==> src/rtl/vram_fill.sv <==
// Rectangle fill engine for the Specialist VRAM window (0x9000-0xBFFF), one write per clock, yielding to CPU writes.
// Optional VRAM_FILL_PATTERN_EN inverts the pixel byte on odd rows for stripe/dither fills.
module vram_fill (
    input  logic        clk_sys_i,
    input  logic        reset_i,
    input  logic        start_i,
    input  logic        abort_i,
    input  logic [5:0]  col_start_i,
    input  logic [5:0]  col_end_i,
    input  logic [7:0]  row_start_i,
    input  logic [7:0]  row_end_i,
    input  logic [7:0]  fill_data_i,
    input  logic [7:0]  fill_color_i,
    input  logic        cpu_we_i,
    output logic [15:0] addr_o,
    output logic [7:0]  dout_o,
    output logic [7:0]  color_o,
    output logic        we_o,
    output logic        busy_o,
    output logic        done_o
);

`ifdef VRAM_FILL_PATTERN_EN
    localparam logic PAT_EN = 1'b1;
`else
    localparam logic PAT_EN = 1'b0;
`endif

    typedef enum logic [1:0] {IDLE, WRITE, DONE} state_t;

    state_t      state_q;
    logic [5:0]  col_q, col_end_q;
    logic [7:0]  row_q, row_start_q, row_end_q, data_q;
    logic [15:0] addr_q;
    logic [7:0]  dout_q, color_q;
    logic        we_pending_q, busy_q, done_q;

    logic [5:0]  col_d, col_end_clamp;
    logic [7:0]  row_d;
    logic        empty, advance, last;

    function automatic logic [15:0] cell_addr(input logic [5:0] c, input logic [7:0] r);
        return 16'h9000 + {2'b00, c, r};
    endfunction

    function automatic logic [7:0] pix(input logic [7:0] d, input logic [7:0] r);
        return d ^ {8{PAT_EN & r[0]}};
    endfunction

    always_comb begin
        col_end_clamp = (col_end_i > 6'd47) ? 6'd47 : col_end_i;
        empty         = (col_start_i > col_end_clamp) || (row_start_i > row_end_i);
        advance       = we_pending_q & ~cpu_we_i;
        last          = (col_q == col_end_q) && (row_q == row_end_q);
        // Row is the inner loop so each column is a run of sequential addresses.
        if (row_q == row_end_q) begin
            row_d = row_start_q;
            col_d = col_q + 6'd1;
        end else begin
            row_d = row_q + 8'd1;
            col_d = col_q;
        end
    end

    always_ff @(posedge clk_sys_i or posedge reset_i) begin
        if (reset_i) begin
            state_q      <= IDLE;
            col_q        <= '0;
            row_q        <= '0;
            col_end_q    <= '0;
            row_start_q  <= '0;
            row_end_q    <= '0;
            data_q       <= '0;
            addr_q       <= '0;
            dout_q       <= '0;
            color_q      <= '0;
            we_pending_q <= 1'b0;
            busy_q       <= 1'b0;
            done_q       <= 1'b0;
        end else begin
            case (state_q)
                // DONE behaves as idle so a new fill can start in the done cycle.
                IDLE, DONE: begin
                    done_q  <= 1'b0;
                    state_q <= IDLE;
                    if (start_i) begin
                        col_end_q   <= col_end_clamp;
                        row_start_q <= row_start_i;
                        row_end_q   <= row_end_i;
                        data_q      <= fill_data_i;
                        color_q     <= fill_color_i;
                        col_q       <= col_start_i;
                        row_q       <= row_start_i;
                        if (empty) begin
                            state_q <= DONE;
                            done_q  <= 1'b1;
                        end else begin
                            state_q      <= WRITE;
                            busy_q       <= 1'b1;
                            we_pending_q <= 1'b1;
                            addr_q       <= cell_addr(col_start_i, row_start_i);
                            dout_q       <= pix(fill_data_i, row_start_i);
                        end
                    end
                end
                WRITE: begin
                    if (abort_i) begin
                        state_q      <= IDLE;
                        we_pending_q <= 1'b0;
                        busy_q       <= 1'b0;
                    end else if (advance) begin
                        if (last) begin
                            state_q      <= DONE;
                            done_q       <= 1'b1;
                            we_pending_q <= 1'b0;
                            busy_q       <= 1'b0;
                        end else begin
                            col_q  <= col_d;
                            row_q  <= row_d;
                            addr_q <= cell_addr(col_d, row_d);
                            dout_q <= pix(data_q, row_d);
                        end
                    end
                end
                default: state_q <= IDLE;
            endcase
        end
    end

    assign we_o    = we_pending_q & ~cpu_we_i;
    assign addr_o  = addr_q;
    assign dout_o  = dout_q;
    assign color_o = color_q;
    assign busy_o  = busy_q;
    assign done_o  = done_q;

endmodule

==> config.mk <==
export PLATFORM = sky130hd
export DESIGN_NAME = vram_fill
export DESIGN_NICKNAME = d
export VERILOG_FILES = /design/src/rtl/vram_fill.sv
export SDC_FILE = /design/constraint.sdc
export NUM_CORES = 1
export LEC_CHECK = 0
export BUFFER_PORTS_ARGS = -buffer_cell sky130_fd_sc_hd__buf_2
export CORE_ASPECT_RATIO = 0.9
export CORE_UTILIZATION = 55
export CTS_CLUSTER_DIAMETER = 200
export DETAILED_ROUTE_END_ITERATION = 8
export PLACE_DENSITY_LB_ADDON = 0.12
export SYNTH_ARGS = -nofsm -noshare
export SYNTH_HDL_FRONTEND = slang
export SYNTH_SLANG_ARGS = --single-unit
export TNS_END_PERCENT = 30
==> constraint.sdc <==
create_clock -name clk_sys_i -period 3 [get_ports clk_sys_i]
set_input_delay 0.15 -clock clk_sys_i [delete_from_list [all_inputs] [get_ports clk_sys_i]]
set_output_delay 0.15 -clock clk_sys_i [all_outputs]
set_load 0.02 [all_outputs]
==> Word level (Yosys, flattened, before mapping) <==
Cells that the tools add are included.
Widths: inputs -> output; s select.
{ "op_classes": {"addsub": 4, "n_mul": 0, "div_mod_pow": 0, "magnitude_cmp": 3, "eq_ne": 12, "shift": 0, "muxes": 43, "bitwise": 2, "reduce_logical": 11} }
{ "ops": {"columns": ["cell", "count"], "rows": [
  ["$mux 16", 5],
  ["$mux 8", 10],
  ["$mux 6", 6],
  ["$add 16x14->16 const A", 2],
  ["$pmux 16 s2", 1],
  ["$pmux 8 s2", 2],
  ["$ne 2x2->1 const B", 6],
  ["$pmux 6 s2", 1],
  ["$mux 1", 10],
  ["$mux 2", 5],
  ["$reduce_and 5->1", 2],
  ["$add 8x1->8 const B", 1],
  ["$eq 8x8->1", 1],
  ["$gt 8x8->1", 1],
  ["$add 6x1->6 const B", 1],
  ["$eq 6x6->1", 1],
  ["$gt 6x6->1", 1],
  ["$gt 6x6->1 const B", 1],
  ["$ne 3x3->1 const B", 2],
  ["$reduce_and 6->1", 1],
  ["$pmux 1 s2", 2],
  ["$pmux 2 s2", 1],
  ["$reduce_and 2->1", 2],
  ["$reduce_and 4->1", 1],
  ["other kinds (9)", 9]
]} }
{ "totals": {"ff_bits": 80, "latch_bits": 0, "mem_bits_rw": 0, "romBits": 0, "inputBits": 49, "elab_cells": 87, "n_memories": 0} }

==> Longest topological paths before layout <==
Gate-level depths: netlist (run 1).
{ "logic_depth": {"depth_word": 7, "ltp_mapped": 11, "ltp_nobuf": 9} }

==> Worst setup path before layout (run 1) <==
No wires, ideal clock.
{ "synth_path": {"path_kind": "reg2reg", "startpoint": "reg row_q[5]", "endpoint": "reg addr_q[0] (netlist: addr_o[0])", "setup_time_ns": 0.125, "arrival_ns": 2.377, "required_ns": 2.875, "slack_ns": 0.498, "stages_incl_launch_ff": 9, "n_path_buf": 2, "cell_sequence": "dfrtp_1 xor2_1 nor4_2 nand2_2 o211a_1 or2_1 buf_6 buf_6 mux2_4"} }
{ "synth_via": {"elab_chain_len": 7, "word_cells_on_any_way": 10, "classes_between": "1 x add/sub; 2 x eq/ne; 5 x mux; 2 x reduce/logical"} }
{ "synth_rtl": {"columns": ["item", "line", "source"], "rows": [
  ["start, declared", "33", "logic [7:0] row_q, row_start_q, row_end_q, data_q;"],
  ["start signal, assigned", "93", "row_q <= row_start_i;"],
  ["start signal, assigned", "119", "row_q <= row_d;"],
  ["$eq 8x8->1 *", "54, 56", null],
  ["$mux 8", "56", "if (row_q == row_end_q) begin"],
  ["$add 16x14->16", "43", "return 16'h9000 + {2'b00, c, r};"],
  ["$mux 16", "112", "if (last) begin"],
  ["$mux 16", "111", "end else if (advance) begin"],
  ["$mux 16", "107", "if (abort_i) begin"],
  ["$pmux 16 s2", "81", "case (state_q)"],
  ["end signal, assigned", "101", "addr_q <= cell_addr(col_start_i, row_start_i);"],
  ["end signal, assigned", "120", "addr_q <= cell_addr(col_d, row_d);"],
  ["end, declared", "34", "logic [15:0] addr_q;"]
]} }
Every way passes the cells marked *; elsewhere a longest branch is shown, timed or not. The select of a mux whose other input is x is not followed.
A chain may end at the register's enable or synchronous reset.

==> Worst setup path in the final report (run 1) <==
{ "layout_path": {"startpoint": "reg col_q[0]", "endpoint": "reg addr_q[2] (netlist: addr_o[2])"} }
{ "layout_via": {"elab_chain_len": 4} }
{ "layout_rtl": {"columns": ["item", "line", "source"], "rows": [
  ["start, declared", "32", "logic [5:0] col_q, col_end_q;"],
  ["start signal, assigned", "92", "col_q <= col_start_i;"],
  ["start signal, assigned", "118", "col_q <= col_d;"],
  ["$eq 6x6->1", "54", "last = (col_q == col_end_q) && (row_q == row_end_q);"],
  ["$logic_and 1x1->1", "54", null],
  ["$ne 2x2->1 (no line)", null, null],
  ["$reduce_and 6->1 (no line)", null, null]
]} }
Every way passes these cells.

==> results of run 1 <==
-- logic make-up (layout without fill, tap and decap cells) --
logic type / after synthesis / after routing / share of synthesized area, %
mux: 33 / 33 / 9.69
xor+xnor: 25 / 25 / 5.32
simple gates: 156 / 156 / 16.7
compound gates: 71 / 71 / 11.2
fa+ha+maj: 17 / 17 / 5.17
buf+inv: 32 / 140 / 3.34
flops: 80 / 80 / 48.6
-- layout by cell type, fill, tap and decap left out, types with 8 or more instances in the layout --
| master | netlist | layout |
|---|---|---|
| xor2_1 | 17 | 17 |
| dfrtp_1 | 80 | 80 |
| a21oi_1 | 17 | 17 |
| buf_4 | 0 | 13 |
| o221a_2 | 8 | 8 |
| inv_1 | 13 | 12 |
| o21ai_0 | 28 | 28 |
| buf_2 | 2 | 83 |
| mux2i_1 | 8 | 8 |
| ha_1 | 17 | 17 |
| mux2_2 | 15 | 15 |
| dlygate4sd3_1 | 0 | 14 |
| nand2b_1 | 9 | 9 |
| mux2_4 | 10 | 10 |
| nand3_1 | 12 | 12 |
| clkbuf_8 | 0 | 9 |
| nor2_1 | 9 | 9 |
| nand2_1 | 105 | 105 |
| xnor2_1 | 8 | 8 |
-- worst paths after layout --
path | from | end | slack [ns] | cells after the start
max | col_q[0] | addr_o[2] | 0.49 | 7
min | fill_data_i[5] | data_q[5] | 0.01 | 3
max reg2reg | col_q[0] | addr_o[2] | 0.49 | 7
min reg2reg | data_q[7] | data_q[7] | 0.47 | 2
max in group asynchronous | reset_i | dout_o[1] | 1.85 | 4
min in group asynchronous | reset_i | data_q[5] | 0.40 | 3
-- worst reg2reg max path, delay by kind of cell (launching register included) --
family | cells | cell delay [ns]
simple gates | 3 | 0.84
flops | 1 | 0.47
compound gates | 1 | 0.37
mux | 1 | 0.31
buf+inv | 1 | 0.21
xor+xnor | 1 | 0.19
-- flip-flops by register name (all words and copies together) (netlist names) --
register	cells
addr_o	16
state_q	2
dout_o	8
col_end_q	6
row_q	8
done_o	1
row_end_q	8
color_o	8
row_start_q	8
col_q	6
busy_o	1
data_q	8
-- power by group through the flow --
stage               sequential, mW  clock [mW]  combinational, mW
floorplan                     1.85           0              0.740
global placement              1.67           0               1.34
detailed placement            1.68           0               1.37
CTS                           1.67       0.980               1.39
global route                  1.71        1.02               1.51
finish                        1.68       0.964               1.38
-- final cells by class --
class	instances	area share [%]
repair buffers	110	12.9
clock buffers	9	2.45
inverters	14	1.07
well taps	93	2.31
multi-input cells	302	39.2
flip-flops and latches	80	39.7
clock inverters	7	2.33
-- timing repair --
| item | 4_1_cts | 5_1_grt |
|---|---|---|
| buffers inserted | 0 | 0 |
| endpoints found under the hold margin | 47 | 0 |
| hold buffers | 14 | 0 |
-- metrics by stage --
stage / hold WS (ns) / cell area [µm²] / utilization (%)
after CTS: 0.000520 / 5050 / 70.6
after floorplan: 0.252 / 4120 / -
after detailed placement: 0.240 / 4670 / 65.3
after global routing: 0.00617 / 5050 / 70.6
final: 0.0133 / 5050 / 70.6
after global placement: 0.256 / 4670 / 65.3
-- layer usage --
metal	vias up	GRT usage [%]	wire length, µm
li1	1622	-	-
met1	1648	37.4	4560
met2	93	45.8	4960
met3	10	5.65	377
met4	0	7.69	104
met5	-	0	0
==> results.yml, run 1 <==
place:
  place_inst: 585
  pre_cts_ws_ns: 0.330
  portBuffers: 83
  gp_congestion: 0.819
  post-dp-hpwl_um: 6920
worst_setup_path:
  critPathTopFamily: "simple AND/OR/NAND/NOR gates"
  crit_fanout: 15
  crit_type: "register to register"
  critical_path_required_ns: 3.24
  critPathArrivalTime_ns: 2.75
  critPathMaxStageDelay_ns: 0.47
  crit_path_start_kind: "register"
  crit_buf_inv: 1
  crit_chain: "xor2_1 > nor4_1 > nand3_1 > o211a_1 > or2_1 > buf_4 > mux2_4"
  slowest_stage: "dfrtp_1"
  worst_setup_path_end_kind: "register"
detailed_routing:
  drtIter0Drc: 127
  drtPass1Iterations: 5
  vias: 3373
  wl_um: 10000
  drt_drc_violations_left: 0
  vias_per_cell: 5.48
  wl_per_cell_um: 16.3
  final_antenna_net_count: 0
logic_synthesis:
  netlist.area_leader.share_pct: 48.6
  netlist_instances: 414
  synth_seq_cells: 80
  synth_top_cell_by_area: "dfrtp_1"
  synth_area_leaders: "dfrtp_1 49%, nand2_1 9.6%, ha_1 5.2%"
  yosysMostFrequentCell: "nand2_1"
  netlist_top_cells_count: "105 x nand2_1, 80 x dfrtp_1, 28 x o21ai_0"
  synth_cell_types: 45
  yosysSeqAreaShare_pct: 48.6
  syn_avg_cell_area_um2: 9.95
  synth_edf_count: 0
  yosys_warnings: 0
  yosys_most_used_dff: "dfrtp_1"
  syn_area_mm2: 0.00412
  synthArstFlopShare_pct: 100
  syn_nets: 480
die:
  die_x_um: 93.2
  core_mm2: 0.00715
  ios: 84
  die_h_um: 84.1
  std_cell_rows: 29
  initial_core_util_pct: 57.6
  fp.dieArea_mm2: 0.00784
pwr:
  p_int_mw: 2.59
  p_leak_nw: 2.55
  powerDensity_mw_per_mm2: 798
  pwr-share-seq_pct: 41.7
  swShare_pct: 35.7
  power.total_mw: 4.03
  ir_drop_uv: 386
  clkPwrFrac_pct: 23.9
  power.net_switching_mw: 1.44
  power_frac_comb_pct: 34.4
clock_network:
  cts_buffers: 9
  worstSkewPairLatency_ns: 0.35
  clk_path_buf_depth: 2
  clkSinkCount: 80
  path_clk_slew_ns: 0.08
  cts-root-buf: "clkbuf_8"
  ctsResizeCount: 0
  cts_max_level: 3
  cts_tree: "yes"
timing:
  period_minus_slack_ns: 2.51
  fmax_mhz: 398
  relSlewSlack_pct: 54.3
  rsz0062_at_grt: "no"
  worst_slack_ns: 0.487
  setup_viol: 0
  tns_ns: 0
  worst_pin_slew_ns: 0.682
  maxSlewViolCount: 0
  hold_violations: 0
  post-route-period-util_pct: 83.8
  fin_worst_skew_ns: 0.00587
finish:
  syn2layout_area_growth_pct: 22.6
  fin_cells: 615
  nets: 583
  ff_latch_area_mm2: 0.00200
  multiInputGateArea_mm2: 0.00198
  diodes: 0
  drive_gt1_share_pct: 28.9
  fill_cells: 553
grt:
  grtUsageTotal_pct: 27.8
  grt_pass1_wl_um: 16600
  grt_pass1_vias: 3407
  overflow: 0
  antenna_found_initial: 0
  grt_max_degree: 47
outcome:
  status: "complete, no violations"
flow_run:
  cap_violations: 0
min_path:
  min_path_type: "primary input to register"
(Power assumes the default switching activity.)
==> run 2: changes to the inputs <==
==> constraint.sdc (replaced) <==
create_clock -name clk_sys_i -period 2.51 [get_ports clk_sys_i]
set_input_delay 0.1255 -clock clk_sys_i [delete_from_list [all_inputs] [get_ports clk_sys_i]]
set_output_delay 0.1255 -clock clk_sys_i [all_outputs]
set_load 0.02 [all_outputs]
==> results.yml, run 2 (same netlist as run 1, synthesis figures left out) <==
outcome:
  status: "complete, no violations"
pwr:
  power.total_mw: 4.56
  power_frac_comb_pct: 39.1
  ir_drop_uv: 640
  p_leak_nw: 2.58
  powerDensity_mw_per_mm2: 886
  swShare_pct: 37.5
  pwr-share-seq_pct: 42.8
  clkPwrFrac_pct: 18.1
  power.net_switching_mw: 1.71
  p_int_mw: 2.85
flow_run:
  cap_violations: 0
die:
  core_mm2: 0.00715
  die_x_um: 93.2
  initial_core_util_pct: 57.6
  fp.dieArea_mm2: 0.00784
  ios: 84
  die_h_um: 84.1
  std_cell_rows: 29
finish:
  layout_commonest_cell: "nand2_1"
  drive_gt1_share_pct: 30.0
  nets: 597
  largest_reg_flops: 16
  syn2layout_area_growth_pct: 25.0
  fill_cells: 560
  diodes: 0
  final_cell_mix: "105 x nand2_1, 83 x buf_2, 80 x dfrtp_1, 27 x o21ai_0, 20 x dlygate4sd3_1"
clock_network:
  clk_path_buf_depth: 2
  cts_tree: "yes"
  cts_buffers: 9
  path_clk_slew_ns: 0.08
  cts_max_level: 3
  worstSkewPairLatency_ns: 0.35
  clkSinkCount: 80
  cts-root-buf: "clkbuf_8"
timing:
  maxSlewViolCount: 0
  worst_pin_slew_ns: 0.477
  relSlewSlack_pct: 68.2
  post-route-period-util_pct: 93.1
  fin_worst_skew_ns: 0.0128
  fmax_mhz: 428
  period_minus_slack_ns: 2.34
  hold_violations: 0
  setup_viol: 0
  tns_ns: 0
  rsz0062_at_grt: "no"
place:
  gp_congestion: 0.824
  post-dp-hpwl_um: 6750
  portBuffers: 83
detailed_routing:
  wl_met2_um: 4700
  vias: 3332
  vias_per_cell: 5.30
  drt_drc_violations_left: 0
  drtIter0Drc: 143
  wl_met3_um: 337
  drtPass1Iterations: 4
  final_antenna_net_count: 0
  wl_per_cell_um: 15.4
  wl_met1_um: 4450
  wl_um: 9720
  routed.top_layer: "met4"
worst_setup_path:
  r2r_setup_slack_ns: 0.17
  worstReg2RegEnd: "addr_o[2]"
  crit_path_start_kind: "register"
  critPathArrivalTime_ns: 2.57
  crit_fanout: 7
  cp-startpoint: "row_q[5]"
  worstSetupEndpoint: "addr_o[2]"
  crit_type: "register to register"
  critical_path_required_ns: 2.75
  r2r_start: "row_q[5]"
  reg2reg_depth: 8
  worst_setup_path_end_kind: "register"
grt:
  overflow: 0
  grt_max_degree: 81
  antenna_found_initial: 0
  grt_pass1_wl_um: 16600
  grt_pass1_vias: 3455
  grtUsageTotal_pct: 27.5
min_path:
  min_path_type: "primary input to register"
==> run 2: critical path, cell delays in order (launching register included) <==
cell and delay [ns]:
dfrtp_1 0.45, xor2_1 0.18, nor4_2 0.27, buf_4 0.19
nand2_2 0.07, o211a_1 0.28, or2_1 0.28, buf_4 0.20
mux2_4 0.30
==> run 2: layer usage <==
layer,GRT usage [%],vias to the layer above
li1,-,1646
met1,36.4,1589
met2,45.0,76
met3,5.28,21
met4,9.93,0
met5,0,-
==> run 2: power groups by stage <==
| stage | combinational [mW] | clock (mW) | sequential [mW] |
|---|---|---|---|
| CTS | 1.76 | 0.851 | 1.95 |
| finish | 1.78 | 0.827 | 1.95 |
| global route | 1.96 | 0.894 | 2.01 |
| global placement | 1.69 | 0 | 1.96 |
| floorplan | 0.885 | 0 | 2.21 |
| detailed placement | 1.74 | 0 | 1.96 |
==> run 2: repair_timing <==
item                                    in CTS  in global routing
hold buffers                                20                  0
endpoints found under the hold margin       99                  0
gates resized for setup                      0                  7
endpoints found under the setup margin       0                 21
setup buffers                                0                  0
==> run 2: worst min path at each step <==
stage                   start             end  slack [ns]  cells after the start
2_1_floorplan         abort_i      state_q[0]        0.23                      1
3_3_place_gp          reset_i      color_o[5]        0.24                      3
3_5_place_dp          reset_i      color_o[1]        0.25                      3
4_1_cts        row_start_i[3]  row_start_q[3]       0.004                      3
5_1_grt        row_start_i[2]  row_start_q[2]        0.03                      3
6_report       row_start_i[3]  row_start_q[3]        0.02                      3
==> run 2: per-stage QoR <==
step                      utilization, %  setup WS (ns)  hold WS [ns]  area [µm²]  cells
after floorplan                        -        0.00771         0.227        4120    414
after global placement              66.5         0.0748         0.243        4750    593
after detailed placement            66.5        -0.0810         0.247        4750    593
after CTS                           71.6         0.0181       0.00406        5120    629
after global routing                72.0        0.00579        0.0302        5150    629
final                               72.0          0.174        0.0215        5150    629
==> run 2: area by class of cell <==
cell class                 count  area, µm²  share of cell area (%)
timing repair buffer         124        798                    15.5
tap                           93        116                    2.26
multi-input combinational    302       2010                    39.0
inverter                      14       57.6                    1.12
sequential                    80       2000                    38.9
clock inverter                 5       33.8                   0.656
clock buffer                  11        131                    2.55
==> run 3: changes to the inputs <==
--- a/config.mk
+++ b/config.mk
@@ -8,6 +8,7 @@
 export BUFFER_PORTS_ARGS = -buffer_cell sky130_fd_sc_hd__buf_2
 export CORE_ASPECT_RATIO = 0.9
 export CORE_UTILIZATION = 55
+export CTS_BUF_LIST = sky130_fd_sc_hd__clkbuf_16
 export CTS_CLUSTER_DIAMETER = 200
 export DETAILED_ROUTE_END_ITERATION = 8
 export PLACE_DENSITY_LB_ADDON = 0.12
==> results.yml, run 3 (same netlist as run 1, synthesis figures left out) <==
flow_run:
  cap_violations: 0
finish:
  drive_gt1_share_pct: 30.1
  nets: 590
  fin_area_mm2: 0.00517
  utilization_pct: 72.3
  syn2layout_area_growth_pct: 25.6
  ff_latch_area_mm2: 0.00200
  layout_commonest_cell: "nand2_1"
  multiInputGateArea_mm2: 0.00200
  final_cell_mix: "105 x nand2_1, 83 x buf_2, 80 x dfrtp_1, 27 x o21ai_0, 19 x buf_4"
  fill_cells: 549
  largest_reg_flops: 16
  diodes: 0
worst_setup_path:
  slowest_stage: "dfrtp_1"
  critPathArrivalTime_ns: 2.57
  crit_fanout: 7
  worst_setup_path_end_kind: "register"
  critPathMaxStageDelay_ns: 0.45
  worstSetupEndpoint: "addr_o[2]"
  r2r_setup_slack_ns: 0.16
  critical_path_required_ns: 2.73
  reg2reg_depth: 8
  cp_common_cell: "buf_4"
  cp-startpoint: "row_q[5]"
  r2r_start: "row_q[5]"
  crit_chain: "xor2_1 > nor4_2 > buf_4 > nand2_2 > o211a_1 > or2_1 > buf_4 > mux2_4"
  worstReg2RegEnd: "addr_o[2]"
  crit_path_start_kind: "register"
  crit_type: "register to register"
die:
  ios: 84
  initial_core_util_pct: 57.6
  die_x_um: 93.2
  fp.dieArea_mm2: 0.00784
  core_mm2: 0.00715
  std_cell_rows: 29
  die_h_um: 84.1
pwr:
  powerDensity_mw_per_mm2: 948
  p_leak_nw: 2.60
  ir_drop_uv: 539
  power.total_mw: 4.90
detailed_routing:
  final_antenna_net_count: 0
  drtIter0Drc: 145
  wl_per_cell_um: 15.7
  drt_drc_violations_left: 0
  drtPass1Iterations: 4
  vias_per_cell: 5.35
  vias: 3329
  wl_met3_um: 416
  routed.top_layer: "met4"
  wl_met2_um: 4850
  wl_met1_um: 4370
  wl_um: 9760
clock_network:
  cts-root-buf: "clkbuf_16"
  worstSkewPairLatency_ns: 0.33
  clkSinkCount: 80
  clk_path_buf_depth: 2
  postCtsSetupBuffers: 0
  path_clk_slew_ns: 0.06
  cts_buffers: 9
  cts_tree: "yes"
  cts_max_level: 3
min_path:
  min_path_type: "primary input to register"
timing:
  fmax_mhz: 425
  hold_violations: 0
  period_minus_slack_ns: 2.35
  maxSlewViolCount: 0
  setup_viol: 0
  fin_worst_skew_ns: 0.00766
  worst_pin_slew_ns: 0.481
  post-route-period-util_pct: 93.7
  relSlewSlack_pct: 67.9
  rsz0062_at_grt: "no"
grt:
  grtUsageTotal_pct: 27.6
  grt_max_degree: 81
  grt_pass1_vias: 3420
  grt_pass1_wl_um: 16600
  antenna_found_initial: 0
  overflow: 0
place:
  postPlaceCellArea_mm2: 0.00475
  post-dp-hpwl_um: 6750
  gp_congestion: 0.824
  portBuffers: 83
outcome:
  status: "complete, no violations"
run 3: metal layers:
metal	global-route usage [%]	vias up
met5	0	-
met4	9.37	0
met3	5.46	12
met2	44.9	90
met1	37.0	1593
li1	-	1634
run 3: cell type report:
type                       instances  area share, %
multi-input combinational        302           38.7
clock buffer                       9           4.36
sequential                        80           38.7
tap                               93           2.25
timing repair buffer             117           14.1
inverter                          14           1.04
clock inverter                     7          0.799
run 3: per-stage QoR:
| stage | hold WS [ns] | setup TNS [ns] | setup slack (ns) | cells |
|---|---|---|---|---|
| floorplan | 0.227 | 0 | 0.00771 | 414 |
| global placement | 0.243 | 0 | 0.0748 | 593 |
| detailed placement | 0.247 | -0.586 | -0.0810 | 593 |
| CTS | 0.00108 | 0 | 0.0557 | 622 |
| global route | 0.0174 | 0 | 0.00368 | 622 |
| finish | 0.00901 | 0 | 0.159 | 622 |
run 3: how the worst min path moves through the flow:
stage,from,to,depth (start not counted)
after CTS,row_end_i[0],row_end_q[0],3
after floorplan,abort_i,state_q[0],1
final,row_end_i[0],row_end_q[0],3
after global placement,reset_i,color_o[5],3
after detailed placement,reset_i,color_o[1],3
after global routing,fill_data_i[6],data_q[6],3
run 3: repair_timing:
item,CTS,global route
hold endpoints to repair,92,0
resized for setup,0,5
endpoints found under the setup margin,0,15
hold buffers,13,0
run 3: power breakdown:
part | leakage, nW | switching (mW) | internal [mW]
Clock | 0.134 | 0.506 | 0.660
Combinational | 1.52 | 0.967 | 0.809
Sequential | 0.951 | 0.279 | 1.68
run 3: worst max-delay path: cells and delay by family (launching register included):
| family | cells | cell delay [ns] |
|---|---|---|
| flops | 1 | 0.45 |
| xor+xnor | 1 | 0.18 |
| buf+inv | 2 | 0.39 |
| mux | 1 | 0.30 |
| simple gates | 3 | 0.63 |
| compound gates | 1 | 0.28 |
